## src/rtl/mul4x3_share_arbiter.sv

```systemverilog
// -----------------------------------------------------------------------------
// mul4x3_share_arbiter
//
// Shares one combinational 4x3 unsigned multiplier between two requesters.
// The winner's operands are captured into c_r/d_r when the block is idle. The
// multiplier is driven from those registers. The product is registered into m,
// and a one-cycle ack goes back to the winner. One product is returned every
// three cycles.
//
// Optional feature (compile-time macro):
//   MUL4X3_ARB_RR_EN  defined   -> round-robin on a tie (the requester that was
//                                  not served last wins)
//                     undefined -> fixed priority, requester 0 wins a tie
//
// Ports:
//   clk       in   1  rising-edge clock
//   rst_n     in   1  asynchronous active-low reset
//   req0      in   1  request from requester 0 (held until ack0)
//   c0        in   4  multiplicand from requester 0
//   d0        in   3  multiplier operand from requester 0
//   req1      in   1  request from requester 1 (held until ack1)
//   c1        in   4  multiplicand from requester 1
//   d1        in   3  multiplier operand from requester 1
//   ack0      out  1  one-cycle pulse; m holds requester 0's product
//   ack1      out  1  one-cycle pulse; m holds requester 1's product
//   m         out  7  registered product, held until the next capture
//   busy      out  1  high while in CALC or ACK
//   grant_id  out  1  requester currently or most recently served
// -----------------------------------------------------------------------------

module multiplier_4x3 (
    input  logic [3:0] c,
    input  logic [2:0] d,
    output logic [6:0] m
);
    // 15 * 7 = 105 is the largest product, so 7 bits never overflow.
    assign m = c * d;
endmodule

module mul4x3_share_arbiter (
    input  logic       clk,
    input  logic       rst_n,
    input  logic       req0,
    input  logic [3:0] c0,
    input  logic [2:0] d0,
    input  logic       req1,
    input  logic [3:0] c1,
    input  logic [2:0] d1,
    output logic       ack0,
    output logic       ack1,
    output logic [6:0] m,
    output logic       busy,
    output logic       grant_id
);

    typedef enum logic [1:0] {
        IDLE = 2'd0,
        CALC = 2'd1,
        ACK  = 2'd2
    } state_t;

    state_t     state;
    state_t     state_nxt;
    logic       any_req;
    logic       winner;
    logic       last_grant;
    logic [3:0] c_r;
    logic [2:0] d_r;
    logic [6:0] m_mul;

    assign any_req = req0 | req1;

    // Winner selection. The result is only used when any_req is high. When a
    // single request is pending, that requester wins.
`ifdef MUL4X3_ARB_RR_EN
    always_comb begin
        winner = 1'b0;
        if (req0 && req1) begin
            winner = ~last_grant;
        end else begin
            winner = req1;
        end
    end
`else
    always_comb begin
        winner = 1'b0;
        if (!req0) begin
            winner = req1;
        end
    end

    // last_grant is still tracked in this build, but it does not steer
    // selection.
    logic unused_last_grant;
    assign unused_last_grant = last_grant;
`endif

    multiplier_4x3 u_mul (
        .c (c_r),
        .d (d_r),
        .m (m_mul)
    );

    // State register
    always_ff @(posedge clk or negedge rst_n) begin
        if (!rst_n) begin
            state <= IDLE;
        end else begin
            state <= state_nxt;
        end
    end

    // Next-state logic
    always_comb begin
        state_nxt = state;
        case (state)
            IDLE:    if (any_req) state_nxt = CALC;
            CALC:    state_nxt = ACK;
            ACK:     state_nxt = IDLE;
            default: state_nxt = IDLE;
        endcase
    end

    // Output decode. busy comes straight from the state register, so there is
    // no path from the inputs to this output.
    always_comb begin
        busy = (state != IDLE);
    end

    // Capture stage (IDLE): latch the winner's operands and the grant.
    // Product stage (CALC): register the product and raise the winner's ack.
    // The ack is high only while in ACK, so it always clears after one cycle.
    always_ff @(posedge clk or negedge rst_n) begin
        if (!rst_n) begin
            c_r        <= '0;
            d_r        <= '0;
            grant_id   <= 1'b0;
            last_grant <= 1'b1;
            m          <= '0;
            ack0       <= 1'b0;
            ack1       <= 1'b0;
        end else begin
            ack0 <= 1'b0;
            ack1 <= 1'b0;
            case (state)
                IDLE: begin
                    if (any_req) begin
                        c_r        <= winner ? c1 : c0;
                        d_r        <= winner ? d1 : d0;
                        grant_id   <= winner;
                        last_grant <= winner;
                    end
                end
                CALC: begin
                    m    <= m_mul;
                    ack0 <= ~grant_id;
                    ack1 <= grant_id;
                end
                default: ;
            endcase
        end
    end

endmodule

```

## config.mk

```make
export PLATFORM = sky130hd
export DESIGN_NAME = mul4x3_share_arbiter
export DESIGN_NICKNAME = d
export VERILOG_FILES = /design/src/rtl/mul4x3_share_arbiter.sv
export SDC_FILE = /design/constraint.sdc
export NUM_CORES = 1
export LEC_CHECK = 0
export ABC_CLOCK_PERIOD_IN_PS = 2500
export CAP_MARGIN = 20
export CORE_MARGIN = 4
export CORE_UTILIZATION = 45
export DETAILED_ROUTE_END_ITERATION = 8
export DONT_BUFFER_PORTS = 1
export PLACE_DENSITY_LB_ADDON = 0.05
export SLEW_MARGIN = 15
export SYNTH_ARGS = -nofsm -noshare
export SYNTH_HDL_FRONTEND = slang
export SYNTH_HIERARCHICAL = 1
export SYNTH_SLANG_ARGS = --single-unit
```

## constraint.sdc

```tcl
create_clock -name clk -period 2.5 [get_ports clk]
set_input_delay 0.375 -clock clk [delete_from_list [all_inputs] [get_ports clk]]
set_output_delay 0.375 -clock clk [all_outputs]
set_load 0.02 [all_outputs]
```

==> metrics.md <==
| Metric | Value |
|---|---|
| GP Congestion | 0.683 |
| Most frequent cells in the layout | dfrtp_1, mux2_4, and2_1 |
| Largest area contributor in the netlist | dfrtp_1 |
| Final core utilization | 51.1% |
| Vias | 608 |
| Synthesized area | 1110 um^2 |
| DR WL/cell | 14.4 um |
| Hpwl dp | 1320 um |
| # DRC | 0 |
| Most frequent CP cell | fa_1 |
| Crit path cell chain | and2_1, fa_1, ha_1, inv_1, fa_1, xnor2_1, mux2_2 |
| Worst path required time | 2.70 ns |
| Min-Delay Path Class | in -> reg |
| Fin cells | 116 |
| Die ar. | 3330 um^2 |
| CP Data Arrival Time | 2.44 ns |
| Slowest cell on the critical path | fa_1 |
| Worst-path fanout max | 4 |
| Drt total wl | 1680 um |
| Async set-reset flop share out of synthesis | 100% |
| Top FF cell, synth | dfrtp_1 |
| Worst skew pair latency | 0.30 ns |
| Clock transition at path regs | 0.11 ns |
| Slowest stage delay, CP | 0.54 ns |
| PD cells | 1430 nW/um^2 |
| Number of max-cap violations | 0 |
| # IOs | 29 |
| Number of global-route vias before repair | 646 |
| Site Rows | 17 |
| DRT iter0 DRCs | 1 |
| Die width | 57.7 um |
| Achievable frequency | 447 MHz |
| Crit start category | flip-flop |
| Unrepaired setup endpoints after global routing | false |
| Initial antenna violation count | 0 |
| FILL cells | 208 |
| Share of cells above drive strength 1 | 29.5% |
| WP buf/inv | 1 |
| Area delta synth->final | 4.38% |
| Slew HR | 44.7% |
| Clock Sinks | 19 |
| Final net count | 116 |
| Final setup fails | 0 |
| YS warnings | 6 |
| Post-synth EDFFs | 0 |
| Syn nets | 113 |
| Setup TNS | 0 ns |
| Port-buffer cells | 0 |
| All-Layer GR Usage | 11.5% |
| Crit path time final | 2.24 ns |
| CTS H-Tree Depth | 1 |
| Reg2Reg Setup Slack | 0.26 ns |
| Slew Limit Fails | 0 |
| Setup crit end kind | flip-flop |
| Post-Synthesis Cells | 86 |
| Final Hold Vio Count | 0 |
| Gr ovfl total | 0 |
| Largest net degree at the start of global routing | 20 |
| Final Cycle Share | 89.6% |
| Initial Util | 48.9% |
| Vias per cell | 5.24 |
| Total core area | 2280 um^2 |
| TritonCTS buffer count | 3 |
| Top-area cell type share of the netlist area | 42.7% |
| Flip-flop and latch count after synthesis | 19 |
| Setup CP Type | reg -> reg |
| Post-route ant nets | 0 |
| TritonCTS clock tree | yes |
| First-pass GRT wire length | 2840 um |
| CP delay by family, top | adder cells |
| Run status | finished clean |
| First-pass DRT Iterations | 2 |
| CTS root buf | clkbuf_4 |
| Max Buffers Root-to-Sink | 2 |
| # diodes | 0 |
| Most common cell after layout, fill and taps aside | dfrtp_1 |
| Clk_skew | 0.00238 ns |
| Sequential area share after synthesis | 42.7% |
| Placed Cells | 111 |
| Mean Syn Cell Area | 12.9 um^2 |
| Netlist cell types | 21 |
| Vert. Die Dim | 57.7 um |
| LEAKAGE | 0.589 nW |
| Slew at the pin closest to its max-slew limit | 0.827 ns |
| IR Drop Worst-Case VDD | 0.000617 V |
| Synth area leaders | dfrtp_1, mux2_4, ha_1, mux2_2, and2_1 |
## power by group
group	switching, mW	leakage [nW]	internal, mW
logic	0.371	0.338	0.463
clock network	0.0981	0.0177	0.0597
registers	0.208	0.233	0.461
total	0.677	0.589	0.983
## area by class of cell
cell class | instances | area [um^2] | share of cell area, %
clock buffers | 3 | 22.5 | 1.94
inverters | 7 | 26.3 | 2.26
flip-flops and latches | 19 | 475 | 40.9
multi-input cells | 57 | 588 | 50.6
clock inverters | 1 | 5.00 | 0.431
well taps | 28 | 35.0 | 3.01
repair buffers | 1 | 10.0 | 0.861
## worst register-to-register path: stages, from the launching register on
cell and delay (ns):
dfrtp_1 0.41, and2_1 0.18, fa_1 0.54, ha_1 0.16, inv_1 0.06, fa_1 0.39
xnor2_1 0.14, mux2_2 0.25
## flip-flops by register name, indices dropped and copies added (netlist names)
name / count
m: 7
c_r: 4
d_r: 3
state: 2
ack0: 1
ack1: 1
grant_id: 1
## repair_timing
item                      CTS  global route
hold endpoints to repair   19             0
hold buffers                1             0
buffers inserted            0             0
gates resized for setup     0             0
## Yosys cell counts (2+ instances only)
cell type  instances
and2_1            10
mux2_4            14
dfrtp_1           19
nor2_1             2
xnor2_1            2
nand2b_1           3
a21oi_1            2
nand2_1            3
ha_1               6
inv_1              7
fa_1               3
mux2_2             6
## kinds of logic (layout without fill, tap and decap cells)
group,count (synthesis),after routing,share of synthesized area [%]
muxes,21,21,26.0
DFF,19,19,42.7
and+or+nand+nor,19,19,9.55
buffers and inverters,10,12,4.49
adders and majority gates,9,9,12.1
AOI/OAI and AO/OA,6,6,3.60
xor gates and xnor gates,2,2,1.57
## worst paths after layout
path | from | depth (start not counted) | end
min in group asynchronous | rst_n | 1 | ack1
setup / recovery | c_r[0] | 7 | m[4]
max in group asynchronous | rst_n | 1 | c_r[3]
hold / removal | req0 | 1 | grant_id
hold reg to reg | c_r[0] | 1 | c_r[0]
setup reg to reg | c_r[0] | 7 | m[4]
## per-layer routing
metal  GRT usage, %  part of all wire (%)  up-vias
met3           1.34                   4.8        4
met4           9.93                   3.5        0
met1           13.6                    47      290
met5              0                     0        -
li1               -                     -      289
met2           18.2                    45       25
## through the flow
stage          setup WS, ns  area, um^2  total power [mW]  hold slack (ns)
2_1_floorplan         0.352        1110              1.38           0.0794
3_3_place_gp          0.309        1120              1.50           0.0799
3_5_place_dp          0.254        1120              1.52           0.0798
4_1_cts               0.238        1160              1.69            0.128
5_1_grt              0.0844        1160              1.81            0.131
6_report              0.261        1160              1.66            0.141
(Power assumes the default switching activity.)
